$ cat config.mk
export PLATFORM = sky130hd
export DESIGN_NAME = zircon_ps2_mouse_init_ctrl
export DESIGN_NICKNAME = d
export VERILOG_FILES = /design/src/rtl/zircon_ps2_mouse_init_ctrl.sv
export SDC_FILE = /design/constraint.sdc
export NUM_CORES = 1
export LEC_CHECK = 0
export CAP_MARGIN = 10
export CELL_PAD_IN_SITES_DETAIL_PLACEMENT = 0
export CELL_PAD_IN_SITES_GLOBAL_PLACEMENT = 2
export CORE_MARGIN = 2
export CORE_UTILIZATION = 38
export CTS_CLUSTER_DIAMETER = 80
export DETAILED_ROUTE_END_ITERATION = 10
export PLACE_DENSITY_LB_ADDON = 0.1
export SLEW_MARGIN = 5
export SYNTH_ARGS = -nofsm -noshare
export SYNTH_HDL_FRONTEND = slang
export SYNTH_SLANG_ARGS = --single-unit
$ cat constraint.sdc
create_clock -name clock -period 5.1 [get_ports clock]
set_input_delay 1.275 -clock clock [delete_from_list [all_inputs] [get_ports clock]]
set_output_delay 1.275 -clock clock [all_outputs]
set_load 0.05 [all_outputs]
$ cat src/rtl/zircon_ps2_mouse_init_ctrl.sv
// PS/2 mouse host-side initialisation sequencer.
// Sends Reset (0xFF), Set Sample Rate (0xF3 + rate) and Enable Data Reporting
// (0xF4) through a byte-level PHY, validates every reply, retries a failing
// command up to MAX_RETRY times, and raises stream_en once the mouse is ready.
module zircon_ps2_mouse_init_ctrl #(
  parameter logic [7:0]  SAMPLE_RATE = 8'd100,
  parameter logic [23:0] ACK_TIMEOUT = 24'd960000,
  parameter logic [23:0] BAT_TIMEOUT = 24'd24000000,
  parameter logic [2:0]  MAX_RETRY   = 3'd3
) (
  input  logic       clock,
  input  logic       reset,
  input  logic       start,
  output logic       tx_valid,
  output logic [7:0] tx_byte,
  input  logic       tx_ready,
  input  logic       tx_done,
  input  logic       tx_err,
  input  logic       rx_valid,
  input  logic [7:0] rx_byte,
  output logic       busy,
  output logic       stream_en,
  output logic       init_error,
  output logic [2:0] err_code
);

  localparam logic [7:0] CMD_RESET    = 8'hFF;
  localparam logic [7:0] CMD_SET_RATE = 8'hF3;
  localparam logic [7:0] CMD_ENABLE   = 8'hF4;
  localparam logic [7:0] RSP_ACK      = 8'hFA;
  localparam logic [7:0] RSP_RESEND   = 8'hFE;
  localparam logic [7:0] RSP_ERROR    = 8'hFC;
  localparam logic [7:0] RSP_BAT_OK   = 8'hAA;
  localparam logic [7:0] RSP_ID       = 8'h00;

  localparam logic [2:0] ERR_NONE    = 3'd0;
  localparam logic [2:0] ERR_TIMEOUT = 3'd1;
  localparam logic [2:0] ERR_SELF    = 3'd2;
  localparam logic [2:0] ERR_UNEXP   = 3'd3;
  localparam logic [2:0] ERR_TX      = 3'd4;

  typedef enum logic [2:0] {
    S_IDLE, S_SEND, S_WAIT_TX, S_WAIT_ACK, S_WAIT_BAT, S_WAIT_ID, S_DONE, S_FAIL
  } state_t;

  state_t      state_q, state_d;
  logic [1:0]  step_q, step_d;
  logic [2:0]  retry_q, retry_d;
  logic [23:0] cnt_q, cnt_d;
  logic        tx_valid_q, tx_valid_d;
  logic [7:0]  tx_byte_q, tx_byte_d;
  logic        busy_q, busy_d;
  logic        stream_en_q, stream_en_d;
  logic        init_error_q, init_error_d;
  logic [2:0]  err_code_q, err_code_d;

  logic        retry_req;
  logic [2:0]  retry_code;
  logic [23:0] limit;
  logic        expired;

  // Command byte for each sequence step.
  function automatic logic [7:0] cmd_byte(input logic [1:0] step);
    case (step)
      2'd0:    cmd_byte = CMD_RESET;
      2'd1:    cmd_byte = CMD_SET_RATE;
      2'd2:    cmd_byte = SAMPLE_RATE;
      default: cmd_byte = CMD_ENABLE;
    endcase
  endfunction

  // The self-test wait is much longer than a plain ACK/ID wait.
  assign limit   = (state_q == S_WAIT_BAT) ? BAT_TIMEOUT : ACK_TIMEOUT;
  assign expired = (cnt_q == limit - 24'd1);

  // Next-state, counters and registered-output values.
  always_comb begin
    state_d      = state_q;
    step_d       = step_q;
    retry_d      = retry_q;
    cnt_d        = '0;
    tx_valid_d   = 1'b0;
    tx_byte_d    = tx_byte_q;
    busy_d       = busy_q;
    stream_en_d  = stream_en_q;
    init_error_d = init_error_q;
    err_code_d   = err_code_q;
    retry_req    = 1'b0;
    retry_code   = ERR_NONE;

    case (state_q)
      S_SEND: begin
        tx_byte_d = cmd_byte(step_q);
        if (tx_valid_q && tx_ready) begin
          state_d = S_WAIT_TX;
        end else begin
          tx_valid_d = 1'b1;
        end
      end
      S_WAIT_TX: begin
        if (tx_done) begin
          state_d = S_WAIT_ACK;
        end else if (tx_err) begin
          retry_req  = 1'b1;
          retry_code = ERR_TX;
        end
      end
      S_WAIT_ACK: begin
        if (rx_valid) begin
          case (rx_byte)
            RSP_ACK: begin
              if (step_q == 2'd0) begin
                state_d = S_WAIT_BAT;
              end else if (step_q == 2'd3) begin
                state_d = S_DONE;
              end else begin
                step_d  = step_q + 2'd1;
                retry_d = '0;
                state_d = S_SEND;
              end
            end
            RSP_RESEND: begin
              retry_req  = 1'b1;
              retry_code = ERR_NONE;
            end
            RSP_ERROR: begin
              retry_req  = 1'b1;
              retry_code = ERR_SELF;
            end
            default: begin
              retry_req  = 1'b1;
              retry_code = ERR_UNEXP;
            end
          endcase
        end else if (expired) begin
          retry_req  = 1'b1;
          retry_code = ERR_TIMEOUT;
        end else begin
          cnt_d = cnt_q + 24'd1;
        end
      end
      S_WAIT_BAT: begin
        if (rx_valid) begin
          if (rx_byte == RSP_BAT_OK) begin
            state_d = S_WAIT_ID;
          end else begin
            retry_req  = 1'b1;
            retry_code = (rx_byte == RSP_ERROR) ? ERR_SELF : ERR_UNEXP;
          end
        end else if (expired) begin
          retry_req  = 1'b1;
          retry_code = ERR_TIMEOUT;
        end else begin
          cnt_d = cnt_q + 24'd1;
        end
      end
      S_WAIT_ID: begin
        if (rx_valid) begin
          if (rx_byte == RSP_ID) begin
            step_d  = 2'd1;
            retry_d = '0;
            state_d = S_SEND;
          end else begin
            retry_req  = 1'b1;
            retry_code = ERR_UNEXP;
          end
        end else if (expired) begin
          retry_req  = 1'b1;
          retry_code = ERR_TIMEOUT;
        end else begin
          cnt_d = cnt_q + 24'd1;
        end
      end
      default: begin
        // IDLE, DONE and FAIL just hold; received bytes are ignored.
      end
    endcase

    // A failed command is re-sent at the same step until the budget runs out.
    if (retry_req) begin
      if (retry_q < MAX_RETRY) begin
        retry_d = retry_q + 3'd1;
        state_d = S_SEND;
      end else begin
        state_d    = S_FAIL;
        err_code_d = retry_code;
      end
    end

    if (state_d == S_DONE) begin
      stream_en_d = 1'b1;
      busy_d      = 1'b0;
    end
    if (state_d == S_FAIL) begin
      init_error_d = 1'b1;
      busy_d       = 1'b0;
    end

    // start overrides everything, including a byte received in the same cycle.
    if (start) begin
      state_d      = S_SEND;
      step_d       = '0;
      retry_d      = '0;
      cnt_d        = '0;
      tx_valid_d   = 1'b0;
      busy_d       = 1'b1;
      stream_en_d  = 1'b0;
      init_error_d = 1'b0;
      err_code_d   = ERR_NONE;
    end
  end

  // State and output registers with asynchronous reset.
  always_ff @(posedge clock or posedge reset) begin
    if (reset) begin
      state_q      <= S_IDLE;
      step_q       <= '0;
      retry_q      <= '0;
      cnt_q        <= '0;
      tx_valid_q   <= 1'b0;
      tx_byte_q    <= 8'h00;
      busy_q       <= 1'b0;
      stream_en_q  <= 1'b0;
      init_error_q <= 1'b0;
      err_code_q   <= ERR_NONE;
    end else begin
      state_q      <= state_d;
      step_q       <= step_d;
      retry_q      <= retry_d;
      cnt_q        <= cnt_d;
      tx_valid_q   <= tx_valid_d;
      tx_byte_q    <= tx_byte_d;
      busy_q       <= busy_d;
      stream_en_q  <= stream_en_d;
      init_error_q <= init_error_d;
      err_code_q   <= err_code_d;
    end
  end

  assign tx_valid   = tx_valid_q;
  assign tx_byte    = tx_byte_q;
  assign busy       = busy_q;
  assign stream_en  = stream_en_q;
  assign init_error = init_error_q;
  assign err_code   = err_code_q;

endmodule

==> results.tsv, run 1 <==
metric	value	unit
Worst Hold End	cnt_q[0]	
critical path startpoint category	primary input	
average vias per placed instance	5.37	
maxcap violations	0	
worst reg2reg path startpoint	state_q[0]	
Relative slew margins	0.357	
number of placed cells counting well taps	355	
Clock Skew	0.00553	ns
syn avg cell area	9.62	um^2
leakage	0.00122	uW
final non-filler cell total	363	
initial antenna violation count	0	
GPL Wtd Cong	0.787	
Sink Count	44	
drt total wl	5500	um
Critical Path Fanout Max	6	
flops & latches, synth	44	
Final Cycle Share	0.626	
buffers added on ports	29	
RSZ-0062 raised after global routing	false	
sequential area share after synthesis	0.442	
clock tree buffer depth	2	
syn nets	281	
Seq. cell area	1100	um^2
I/O pin total	30	
DRC Markers	0	
Worst Path Required	5.29	ns
fillers	619	
first-pass GRT wire length	9430	um
Worst Reg2Reg Path Length in Cells	5	
Synth Warn #	0	
Setup Buffers After CTS	0	
Syn Std Cell Area	2490	um^2
Starting Density	0.393	
f_max	313	MHz
synthesis-to-finish area growth	18.1	%
nets	307	
CP endpoint kind	register	
asr flop ratio synth	1.00	
Multi-input gate area	1300	um^2
most frequent cells in the layout	dfrtp_1, nor2_1, clkdlybuf4s50_1, nand2_1, xor2_1	
post_cts resized	0	
outcome	completed	
commonest non-fill, non-tap cell in the layout	dfrtp_1	
CP Data Arrival Time	3.39	ns
pin count of the biggest net entering global routing	45	
n_diodes	0	
Vias	1948	
hold crit path type	reg2reg	
Clk Latency, worst-skew pair	0.30	ns
Post-Synthesis Cells	259	
Die X	85.0	um
Unique masters post-synth	52	
critical path class	in2reg	
Cell Rows	29	
vias in the first global route	1882	
setup tns final	0	ns
Placeable Area	6350	um^2
share of cells above drive strength 1	0.0734	
router iterations before antenna repair	4	
Worst Hold Launch	cnt_q[0]	
Iter 0 DRT Violations	179	
full die area	7220	um^2
hold depth	1	
CTS hold repair buffers	0	
CTS root buf	clkbuf_8	
CTS clk-pin slew, worst paths	0.09	ns
ys flop type	dfrtp_1	
clock buffer count from CTS	5	
EDFF count, synth	0	
pwr/cell area	322	nW/um^2
CTS H-tree depth	2	
R2R Setup Slk	2.45	ns
Overflow after GRT	0	
Die H	85.0	um
Final min period	3.19	ns
HPWL Detailed	3810	um
overall routing resource usage	0.164	
Routed WL per cell	15.2	um
final hold violations	0	
Post-DRT Antenna Nets	0	
VDD IR max	0.200	mV
setup violators final	0	
FF-to-FF End	cnt_q[19]	
CTS tree	yes	
Slew Viols, Final	0	
Slew @ Worst Pin	0.963	ns
## power breakdown
| part | switching (uW) | internal [uW] |
|---|---|---|
| Clock | 133 | 160 |
| Combinational | 154 | 95.0 |
| Sequential | 35.8 | 369 |
| Total | 323 | 625 |
## area by class of cell
cell class	instances	share of cell area
clock buffers	6	0.0280
clock inverters	2	0.0132
inverters	9	0.0115
multi-input cells	196	0.442
flip-flops and latches	44	0.374
well taps	77	0.0327
repair buffers	29	0.0986
## cells by family after synthesis
| group | synth area share |
|---|---|
| buf+inv | 0.0361 |
| fa+ha+maj | 0.0351 |
| simple gates | 0.265 |
| flops | 0.442 |
| compound gates | 0.102 |
| xor+xnor | 0.0808 |
| mux | 0.0392 |
## sequential cells by signal, summed over array words and instances, names as in the netlist
name,count
tx_byte,5
stream_en,1
tx_valid,1
cnt_q,24
retry_q,3
err_code,3
state_q,3
init_error,1
busy,1
step_q,2
## routing by layer
metal / global-route usage / vias up / wire length, um / share of wire
li1: - / 964 / - / -
met1: 0.252 / 937 / 2950 / 0.54
met2: 0.232 / 39 / 2280 / 0.41
met3: 0.0340 / 8 / 213 / 0.039
met4: 0.0447 / 0 / 63 / 0.011
met5: 0 / - / 0 / 0
## critical path, stage by stage
cell and delay (ns):
clkdlybuf4s50_1 0.50, or4_1 0.57, mux2i_1 0.21, a31o_2 0.21, a21oi_4 0.08, o21bai_2 0.22, mux2_4 0.32
## metrics by stage
stage	hold slack [ns]	instance area (um^2)	utilization	setup WS (ns)	total power (uW)
5_1_grt	0.523	2940	0.464	1.78	995
3_3_place_gp	0.465	2820	0.445	1.63	664
2_1_floorplan	0.455	2490	-	2.27	591
3_5_place_dp	0.482	2820	0.445	1.61	663
6_report	0.491	2940	0.464	1.91	948
4_1_cts	0.495	2940	0.464	1.93	959
## how the worst max path moves through the flow
stage,start,endpoint,slack [ns],cells after the start
2_1_floorplan,rx_byte[1],retry_q[0],2.27,6
3_3_place_gp,rx_byte[1],retry_q[0],1.63,7
3_5_place_dp,rx_byte[1],retry_q[0],1.61,7
4_1_cts,rx_byte[1],retry_q[0],1.93,7
5_1_grt,rx_byte[0],retry_q[0],1.78,7
6_report,rx_byte[1],retry_q[0],1.91,7
## cells in the mapped netlist, drive strengths merged (4+ instances only)
| cell type | number | area share |
|---|---|---|
| nand4 | 5 | 0.015 |
| dfrtp | 44 | 0.44 |
| xnor2 | 7 | 0.025 |
| nor2 | 38 | 0.057 |
| inv | 9 | 0.014 |
| nand2 | 21 | 0.032 |
| nor3 | 7 | 0.014 |
| nor4 | 4 | 0.013 |
| nand3 | 12 | 0.024 |
| o21ai | 8 | 0.018 |
| mux2i | 6 | 0.024 |
| xor2 | 16 | 0.056 |
| ha | 7 | 0.035 |
| nand3b | 4 | 0.017 |
| nand2b | 10 | 0.025 |
| and3 | 4 | 0.010 |
| a21oi | 8 | 0.021 |
| buf | 7 | 0.018 |
Power figures use the tool's default switching activity.
==> run 2: changes to the inputs <==
--- a/config.mk
+++ b/config.mk
@@ -9,7 +9,7 @@
 export CELL_PAD_IN_SITES_DETAIL_PLACEMENT = 0
 export CELL_PAD_IN_SITES_GLOBAL_PLACEMENT = 2
 export CORE_MARGIN = 2
-export CORE_UTILIZATION = 38
+export CORE_UTILIZATION = 32
 export CTS_CLUSTER_DIAMETER = 80
 export DETAILED_ROUTE_END_ITERATION = 10
 export PLACE_DENSITY_LB_ADDON = 0.1
==> constraint.sdc (replaced) <==
create_clock -name clock -period 2.6 [get_ports clock]
set_input_delay 0.65 -clock clock [delete_from_list [all_inputs] [get_ports clock]]
set_output_delay 0.65 -clock clock [all_outputs]
set_load 0.05 [all_outputs]
==> run 2 against run 1 <==
Combinational power rose by 130%. Sequential power rose by 85%. Sequential share of layout area fell by 2.6 points. Hold slack improved by 0.0031 ns. Die area rose by 18%. Worst setup slack got worse by 1.7 ns. Via count rose by 3.3%. First-iteration DRC count fell by 35%. Highest routed layer unchanged. Utilization fell by 4.9 points. Clock skew rose by 0.0026 ns.
==> results.tsv, run 2 (same netlist as run 1, synthesis figures left out) <==
metric	value	unit
Worst Reg2Reg Path Length in Cells	8	
I/O pin total	30	
Die H	92.3	um
Clk Latency, worst-skew pair	0.30	ns
CTS H-tree depth	2	
share of cells above drive strength 1	0.145	
Worst Path Required	2.79	ns
final hold violations	0	
nets	331	
HPWL Detailed	4270	um
Final min period	2.43	ns
synthesis-to-finish area growth	27.1	%
overall routing resource usage	0.150	
critical path startpoint category	primary input	
setup tns final	0	ns
hold depth	1	
Slew @ Worst Pin	0.499	ns
outcome	completed	
Vias	2012	
Placeable Area	7650	um^2
Die X	92.3	um
CP Data Arrival Time	2.62	ns
CTS tree	yes	
clock tree buffer depth	2	
drt total wl	5890	um
Relative slew margins	0.666	
Clock Skew	0.00809	ns
DRC Markers	0	
VDD IR max	0.209	mV
commonest non-fill, non-tap cell in the layout	dfrtp_1	
Iter 0 DRT Violations	117	
CP endpoint kind	register	
pre-CTS setup slack	-0.157	ns
Slew Viols, Final	0	
n_diodes	0	
maxcap violations	0	
post_cts resized	0	
Biggest register	cnt_q	
setup violators final	0	
Multi-input gate area	1300	um^2
full die area	8510	um^2
CTS hold repair buffers	0	
Final Cycle Share	0.934	
buffers added on ports	29	
router iterations before antenna repair	5	
first-pass GRT wire length	10100	um
RSZ-0062 raised after global routing	false	
final core occ	0.414	
Setup Buffers After CTS	0	
pwr/cell area	600	nW/um^2
Starting Density	0.326	
Overflow after GRT	0	
CTS root buf	clkbuf_8	
Post-DRT Antenna Nets	0	
f_max	412	MHz
Routed WL per cell	14.3	um
Critical Path Fanout Max	4	
CTS clk-pin slew, worst paths	0.09	ns
clock buffer count from CTS	5	
vias in the first global route	2015	
leakage	0.00134	uW
hold crit path type	reg2reg	
average vias per placed instance	4.88	
GPL Wtd Cong	0.726	
fillers	763	
initial antenna violation count	0	
pin count of the biggest net entering global routing	45	
critical path class	in2reg	
Pwr Total	1900	uW
max reg flops	24	
Seq. cell area	1100	um^2
Final WS setup	0.172	ns
Cell Rows	32	
Sink Count	44	
most frequent cells in the layout	dfrtp_1, nor2_1, clkdlybuf4s50_1, buf_4, nand2_1	
## run 2: changes by cell type in the layout (fill, tap and decap cells not counted)
| cell | change |
|---|---|
| buf_4 | +23 |
| buf_12 | +1 |
## run 2: per-layer routing
layer / vias to the layer above / track usage / wire (um)
li1: 1012 / - / -
met1: 961 / 0.229 / 3170
met2: 32 / 0.219 / 2470
met3: 7 / 0.0263 / 186
met4: 0 / 0.0373 / 63
met5: - / 0 / 0
## run 2: per-stage QoR
stage / area (um^2) / std cells / hold WS, ns
final: 3170 / 412 / 0.494
after global routing: 3170 / 412 / 0.526
after CTS: 3170 / 412 / 0.499
after detailed placement: 3050 / 404 / 0.482
after global placement: 3050 / 404 / 0.468
after floorplan: 2490 / 259 / 0.455
## run 2: final timing paths
path / start / endpoint / slack [ns]
max: rx_byte[3] / retry_q[0] / 0.17
min: cnt_q[0] / cnt_q[0] / 0.49
min in group asynchronous: reset / cnt_q[2] / 0.69
max in group asynchronous: reset / err_code[0] / 1.68
max reg2reg: step_q[0] / retry_q[0] / 0.34
min reg2reg: cnt_q[0] / cnt_q[0] / 0.49
## run 2: power by group
group / switching, uW / internal (uW)
registers: 24.9 / 725
logic: 354 / 222
clock network: 261 / 315
total: 639 / 1260
## run 2: cell type report
class	instances	area share
well taps	102	0.0403
inverters	9	0.0107
flip-flops and latches	44	0.348
multi-input cells	196	0.411
clock inverters	2	0.0122
repair buffers	53	0.152
clock buffers	6	0.0261
## run 2: worst max-delay path, cell delays in order
cell and delay [ns]:
clkdlybuf4s50_1 0.46, or4_1 0.54, mux2i_1 0.21, a31o_2 0.21
a21oi_4 0.07, o21bai_2 0.17, mux2_4 0.31
==> run 3: changes to the inputs <==
--- a/config.mk
+++ b/config.mk
@@ -8,6 +8,7 @@
 export CAP_MARGIN = 10
 export CELL_PAD_IN_SITES_DETAIL_PLACEMENT = 0
 export CELL_PAD_IN_SITES_GLOBAL_PLACEMENT = 2
+export CORE_ASPECT_RATIO = 0.7
 export CORE_MARGIN = 2
 export CORE_UTILIZATION = 32
 export CTS_CLUSTER_DIAMETER = 80
==> run 3 against run 2 <==
Worst setup slack better by 0.019 ns. Sequential power hardly changed. Final cell count decreased by 0.24%. Wire length grew 4.3%. Global-route usage up 1.0 points. Clock-buffer cell count stayed put. Flip-flop and latch count unchanged. Hold slack worse by 0.016 ns. Via count shrank 1.3%. First-iteration DRC count is 21% lower. Register-to-register slack got worse by 0.02 ns. Critical endpoint unchanged. Largest power group unchanged.
==> results.tsv, run 3 (same netlist as run 1, synthesis figures left out) <==
metric	value	unit
share of cells above drive strength 1	0.153	
most frequent cells in the layout	dfrtp_1, nor2_1, clkdlybuf4s50_1, buf_4, nand2_1	
drt total wl	6140	um
maxcap violations	0	
GPL Wtd Cong	0.796	
commonest non-fill, non-tap cell in the layout	dfrtp_1	
CP endpoint kind	register	
Relative slew margins	0.662	
final non-filler cell total	411	
fillers	740	
Post-DRT Antenna Nets	0	
RSZ-0062 raised after global routing	false	
full die area	8520	um^2
final core occ	0.429	
pin count of the biggest net entering global routing	21	
Setup Buffers After CTS	0	
Slew Viols, Final	0	
Clock Skew	0.0126	ns
setup violators final	0	
Slew @ Worst Pin	0.505	ns
synthesis-to-finish area growth	27.8	%
CTS root buf	clkbuf_8	
f_max	415	MHz
Overflow after GRT	0	
nets	334	
clock tree buffer depth	2	
Critical Path Fanout Max	4	
internal power	1270	uW
Worst Path Required	2.80	ns
router iterations before antenna repair	4	
setup tns final	0	ns
sequential power share	0.394	
post_cts resized	0	
DRC Markers	0	
vias in the first global route	1971	
CTS clk-pin slew, worst paths	0.09	ns
sw frac	0.335	
clock network power share	0.296	
CTS H-tree depth	2	
pwr/cell area	597	nW/um^2
Clk Latency, worst-skew pair	0.30	ns
Cell Rows	26	
Biggest register	cnt_q	
buffers added on ports	29	
clock buffer count from CTS	5	
I/O pin total	30	
outcome	completed	
CTS tree	yes	
overall routing resource usage	0.160	
final hold violations	0	
Switching Power	637	uW
Routed WL per cell	14.9	um
first-pass GRT wire length	10300	um
critical path class	in2reg	
Die X	109	um
max reg flops	24	
Sink Count	44	
Placeable Area	7420	um^2
critical path startpoint category	primary input	
Starting Density	0.336	
hold crit path type	reg2reg	
HPWL Detailed	4590	um
Die H	77.8	um
Comb pwr share	0.310	
Final Cycle Share	0.926	
initial antenna violation count	0	
Iter 0 DRT Violations	92	
n_diodes	0	
average vias per placed instance	4.83	
number of placed cells counting well taps	403	
CP Data Arrival Time	2.61	ns
VDD IR max	0.318	mV
Vias	1985	
leakage	0.00136	uW
CTS hold repair buffers	0	
Final min period	2.41	ns
-- run 3: through the flow --
step | worst slack, ns | cell area [um^2] | hold WS (ns) | total power (uW)
floorplan | 0.378 | 2490 | 0.455 | 1160
global placement | -0.100 | 3060 | 0.459 | 1360
finish | 0.191 | 3190 | 0.479 | 1900
CTS | 0.202 | 3190 | 0.492 | 1930
detailed placement | -0.122 | 3060 | 0.473 | 1360
global route | 0.122 | 3190 | 0.523 | 2020
-- run 3: path summary, 6_finish.rpt --
check / end / slack, ns / cells past startpoint / startpoint
worst max register to register: retry_q[0] / 0.32 / 8 / step_q[0]
min in group asynchronous: err_code[0] / 0.65 / 2 / reset
worst min register to register: tx_byte[2] / 0.48 / 2 / tx_byte[2]
worst min-delay path: tx_byte[2] / 0.48 / 2 / tx_byte[2]
worst max-delay path: retry_q[0] / 0.19 / 7 / rx_byte[3]
max in group asynchronous: cnt_q[5] / 1.32 / 3 / reset
-- run 3: critical path, stage by stage --
cell and delay [ns]:
clkdlybuf4s50_1 0.45, or4_1 0.55, mux2i_1 0.21, a31o_2 0.21, a21oi_4 0.08, o21bai_2 0.16, mux2_4 0.31
-- run 3: cell type report --
| class | count | area (um^2) | share of cell area |
|---|---|---|---|
| flip-flops and latches | 44 | 1100 | 0.346 |
| well taps | 98 | 123 | 0.0385 |
| clock inverters | 2 | 38.8 | 0.0122 |
| clock buffers | 6 | 82.6 | 0.0259 |
| repair buffers | 56 | 505 | 0.159 |
| multi-input cells | 196 | 1300 | 0.408 |
| inverters | 9 | 33.8 | 0.0106 |
-- run 3: metal layers --
metal | wire [um] | share of wire | track usage | vias to the layer above
met1 | 3580 | 0.58 | 0.259 | 937
met3 | 243 | 0.040 | 0.0336 | 4
met2 | 2280 | 0.37 | 0.212 | 32
met5 | 0 | 0 | 0 | -
li1 | - | - | - | 1012
met4 | 44 | 0.0072 | 0.0380 | 0
-- run 3: power groups by stage --
stage | Combinational, uW | Sequential [uW] | Clock (uW)
CTS | 595 | 750 | 589
finish | 591 | 749 | 563
floorplan | 305 | 853 | 0
global route | 644 | 756 | 619
global placement | 594 | 763 | 0
detailed placement | 593 | 764 | 0
==> patch 1: new RTL, flow settings as in run 1 <==
Set the parameter `BAT_TIMEOUT` to 24'd12000000 (it was 24'd24000000).
--- a/src/rtl/zircon_ps2_mouse_init_ctrl.sv
+++ b/src/rtl/zircon_ps2_mouse_init_ctrl.sv
@@ -5,7 +5,7 @@
 module zircon_ps2_mouse_init_ctrl #(
   parameter logic [7:0]  SAMPLE_RATE = 8'd100,
   parameter logic [23:0] ACK_TIMEOUT = 24'd960000,
-  parameter logic [23:0] BAT_TIMEOUT = 24'd24000000,
+  parameter logic [23:0] BAT_TIMEOUT = 24'd12000000,
   parameter logic [2:0]  MAX_RETRY   = 3'd3
 ) (
   input  logic       clock,
Check against the original RTL: no difference found for any inputs over 10 cycles, from zero or initial values and one cycle with reset high; that may be too few to reach the edited logic, so the function may still have changed.
==> patch 1 against run 1 <==
- wire length increased by 2.2%
- largest cell class unchanged
- critical path depth did not move
- combinational power increased by 78%
- count of clock-buffer cells in the layout is 1 lower
- total power grew 23%
- setup slack better by 0.11 ns
- largest power group is now combinational logic
- global-route usage is 0.22 points lower
- synthesized cell count is 1.2% higher
- cell area grew 1.7%
- worst hold slack improved by 0.0017 ns
- sequential cell count unchanged
- area after synthesis increased by 3.4%
- clock skew increased by 0.0013 ns
- critical path type unchanged
==> patch 1: results (changes against run 1) <==
run_status:
  status: "complete, no violations"
place:
  post-place-cells: 358  # +0.85%
global_routing:
  grt_first_pass_wirelength_um: 9550  # +1.2%
  grt_pass1_vias: 1983  # +5.4%
  grt_usage_pct: 16.1  # -0.22 points
  use_met1_pct: 24.3  # -0.92 points
cells_and_area:
  clk_share_pct: 3.84  # -0.28 points
  clock_buffers: 5  # -1
  sh_seq_area_pct: 36.8  # -0.63 points
  num-nonclk-inverters: 7  # -2
  final_util_pct: 44.8  # -1.6 points
  multi_input_cells: 198  # +1.0%
  multi_input_area_share_pct: 45.5  # +1.3 points
critical_path:
  rrSetupSlack_ns: 2.73  # +0.28 ns
  r2r-start: "cnt_q[0]"
die:
  taps: 80  # +3.9%
drt:
  avgViaCountPerCell: 5.31  # -0.97%
  dr_total_vias: 1945  # -0.15%
  dr_wl_met3_um: 254  # +19%
min_path:
  worst_hold_path.endpoint: "tx_byte[2]"
  min-delay-start: "tx_byte[2]"
yosys:
  yosys-top-cells-area: "dfrtp_1 43%, nor2_1 5.4%, xor2_1 4.4%, nand2_1 3.5%, ha_1 3.4%"
  synthTopCellsByCount: "44 x dfrtp_1, 37 x nor2_1, 24 x nand2_1"
power:
  pg_comb_mw: 0.443  # +78%
timing:
  final.setup_skew_ns: 0.00685  # +0.00132 ns
[patch 1: cell types whose count changed in the layout (fill, tap and decap cells not counted), moves of 3 or more]
cell      before  now
nand2b_1      10    3
nand3_1       12   17
o31a_1         0    5
a211oi_1       0    4
inv_1          8    5
mux2i_1        6    3
nand2_1       21   24
xor2_1        16   13
[patch 1: critical path: stages]
cell and delay (ns):
clkdlybuf4s50_1 0.51, and4b_1 0.35, nand4b_2 0.18, o31a_1 0.28, a211o_1 0.31, nor2b_1 0.15
o31a_1 0.23
[patch 1: cell families (layout without fill, tap and decap cells)]
group,count (synthesis),in the layout,synth area share (%)
XOR/XNOR,21,21,7.14
AO/OA/AOI/OAI,36,36,11.8
buffers and inverters,20,44,4.47
adder cells (fa/ha/maj),7,7,3.40
multiplexers,6,6,2.62
flip-flops,44,44,42.7
AND/OR/NAND/NOR,128,128,27.9
==> patch 2: new RTL, config.mk and constraints of run 1 <==
Made on the original files. Encoding of `state_t`: now one-hot (8 bits for 8 states).
--- a/src/rtl/zircon_ps2_mouse_init_ctrl.sv
+++ b/src/rtl/zircon_ps2_mouse_init_ctrl.sv
@@ -39,8 +39,8 @@
   localparam logic [2:0] ERR_UNEXP   = 3'd3;
   localparam logic [2:0] ERR_TX      = 3'd4;
 
-  typedef enum logic [2:0] {
-    S_IDLE, S_SEND, S_WAIT_TX, S_WAIT_ACK, S_WAIT_BAT, S_WAIT_ID, S_DONE, S_FAIL
+  typedef enum logic [7:0] {
+    S_IDLE = 8'b00000001, S_SEND = 8'b00000010, S_WAIT_TX = 8'b00000100, S_WAIT_ACK = 8'b00001000, S_WAIT_BAT = 8'b00010000, S_WAIT_ID = 8'b00100000, S_DONE = 8'b01000000, S_FAIL = 8'b10000000
   } state_t;
 
   state_t      state_q, state_d;
Behaviour: same outputs for any inputs over 10 cycles, from zero or initial values and one cycle with reset high; not proved beyond that.
==> patch 2 against run 1 <==
- sequential cell count increased by 5
- final cell count increased by 18%
- sequential share of layout area increased by 0.33 points
- die area increased by 13%
- setup slack got worse by 0.12 ns
- wire length increased by 15%
- synthesized cell count increased by 16%
- area after synthesis increased by 14%
- non-clock buffer count unchanged
- cell area increased by 10%
- critical path type unchanged
- largest cell class unchanged
Power is not compared: it rests on default switching activity, and its combinational part moved more than twofold at a synthesized area within 25%.
==> patch 2: results (changes against run 1) <==
run_status:
  status: "complete, no violations"
yosys:
  async_flop_share_pct: 100  # unchanged
  synthTopCellsByCount: "56 x nor2_1, 48 x dfrtp_1, 22 x nand2_1"
  synthFlopType: "dfrtp_1"
  synth_fp_nets: 323  # +15%
  seq_area_frac_synth_pct: 43.4  # -0.79 points
  yosys-top-cells-area: "dfrtp_1 42%, nor2_1 7.4%, xor2_1 4.0%, ha_1 3.1%, nand2_1 2.9%"
  synth.distinct_cells: 58  # +12%
cells_and_area:
  diodes: 0  # unchanged
  drive_above_1_share_pct: 8.21  # +0.86 points
  fill_cells: 740  # +20%
  nNetsFinal: 350  # +14%
  top_register: "cnt_q"
timing:
  final.setup_skew_ns: 0.0106  # +0.00503 ns
  finalSetupTns_ns: 0  # unchanged
  worst_pin_slew_ns: 1.03  # +0.0712 ns
  fmax_mhz: 302  # -3.6%
place:
  place.gp.congestion: 0.761  # -3.3%
  portBuffers: 29  # unchanged
  dp_hpwl_um: 4590  # +20%
critical_path:
  critPathMaxStageDelay_ns: 0.46  # -0.11 ns
  r2r-start: "state_q[6]"
  worst_path_max_delay_cell: "clkdlybuf4s50_1"
  critPathLaunch: "rx_byte[2]"
  worstPathMaxFanout: 4  # -2
  crit_family: "simple AND/OR/NAND/NOR gates"
drt:
  avgViaCountPerCell: 5.09  # -5.2%
  dr.pass1.iters: 4  # unchanged
  drt-total-wl_um: 6320  # +15%
  first_iter_violations: 106  # -41%
min_path:
  min-delay-start: "tx_byte[3]"
  hold_path.class: "reg2reg"
clocking:
  cts_buffer_depth: 2  # unchanged
  htreeDepth: 2  # unchanged
  clkTransAtPathRegs_ns: 0.08
  cts_resized: 0  # unchanged
  clockRootBuffer: "clkbuf_8"
  holdBufCountCts: 0  # unchanged
  cts_buffers: 5  # unchanged
  insertion_delay_ns: 0.31
  cts_setup_buffers: 0  # unchanged
global_routing:
  grt_max_degree: 50  # +11%
  grt_usage_pct: 16.3  # -0.040 points
  grt_pass1_vias: 2189  # +16%
  grt_first_pass_wirelength_um: 10900  # +15%
  antenna_found_initial: 0  # unchanged
power:
  peakVddDrop_mv: 0.104
patch 2: final cells by class:
type,count,area share [%]
repair buffers,29,8.92
clock buffers,7,2.35
well taps,99,3.81
multi-input cells,232,45.8
inverters,11,1.27
clock inverters,1,0.154
flip-flops and latches,49,37.7
patch 2: cell families after synthesis:
kind of cell,share of synthesized area (%)
compound gates,11.9
fa+ha+maj,3.10
mux,1.46
xor+xnor,6.81
flops,43.4
simple gates,29.4
buf+inv,3.98
patch 2: worst reg2reg max path, delay by kind of cell (launching register included):
kind	cells	cell delay (ns)
AND/OR/NAND/NOR	5	1.64
flip-flops	1	0.46
AO/OA/AOI/OAI	1	0.46
patch 2: metal layers:
metal	part of all wire [%]	vias up	GRT usage [%]	wire, um
li1	-	1108	-	-
met1	55	1032	25.7	3480
met2	41	30	23.1	2570
met3	3.1	7	2.75	194
met4	1.1	0	4.23	70
met5	0	-	0	0
patch 2: metrics by stage:
stage / setup WS, ns / instance area (um^2) / cells / utilization, %
floorplan: 2.28 / 2830 / 301 / -
global placement: 1.51 / 3170 / 420 / 44.0
detailed placement: 1.45 / 3170 / 420 / 44.0
CTS: 1.77 / 3250 / 428 / 45.1
global route: 1.58 / 3250 / 428 / 45.1
finish: 1.79 / 3250 / 428 / 45.1
patch 2: final timing paths:
check | end | cells after the start | slack (ns)
worst max-delay path | state_q[2] | 8 | 1.79
max in group asynchronous | state_q[5] | 2 | 2.92
worst max register to register | cnt_q[10] | 6 | 2.42
worst min-delay path | tx_byte[3] | 2 | 0.47
min in group asynchronous | err_code[0] | 2 | 1.54
worst min register to register | tx_byte[3] | 2 | 0.47
patch 2: report_power, final:
group	switching, mW	internal [mW]
clock network	0.129	0.0966
registers	0.00693	0.395
logic	0.0668	0.0384
total	0.203	0.530
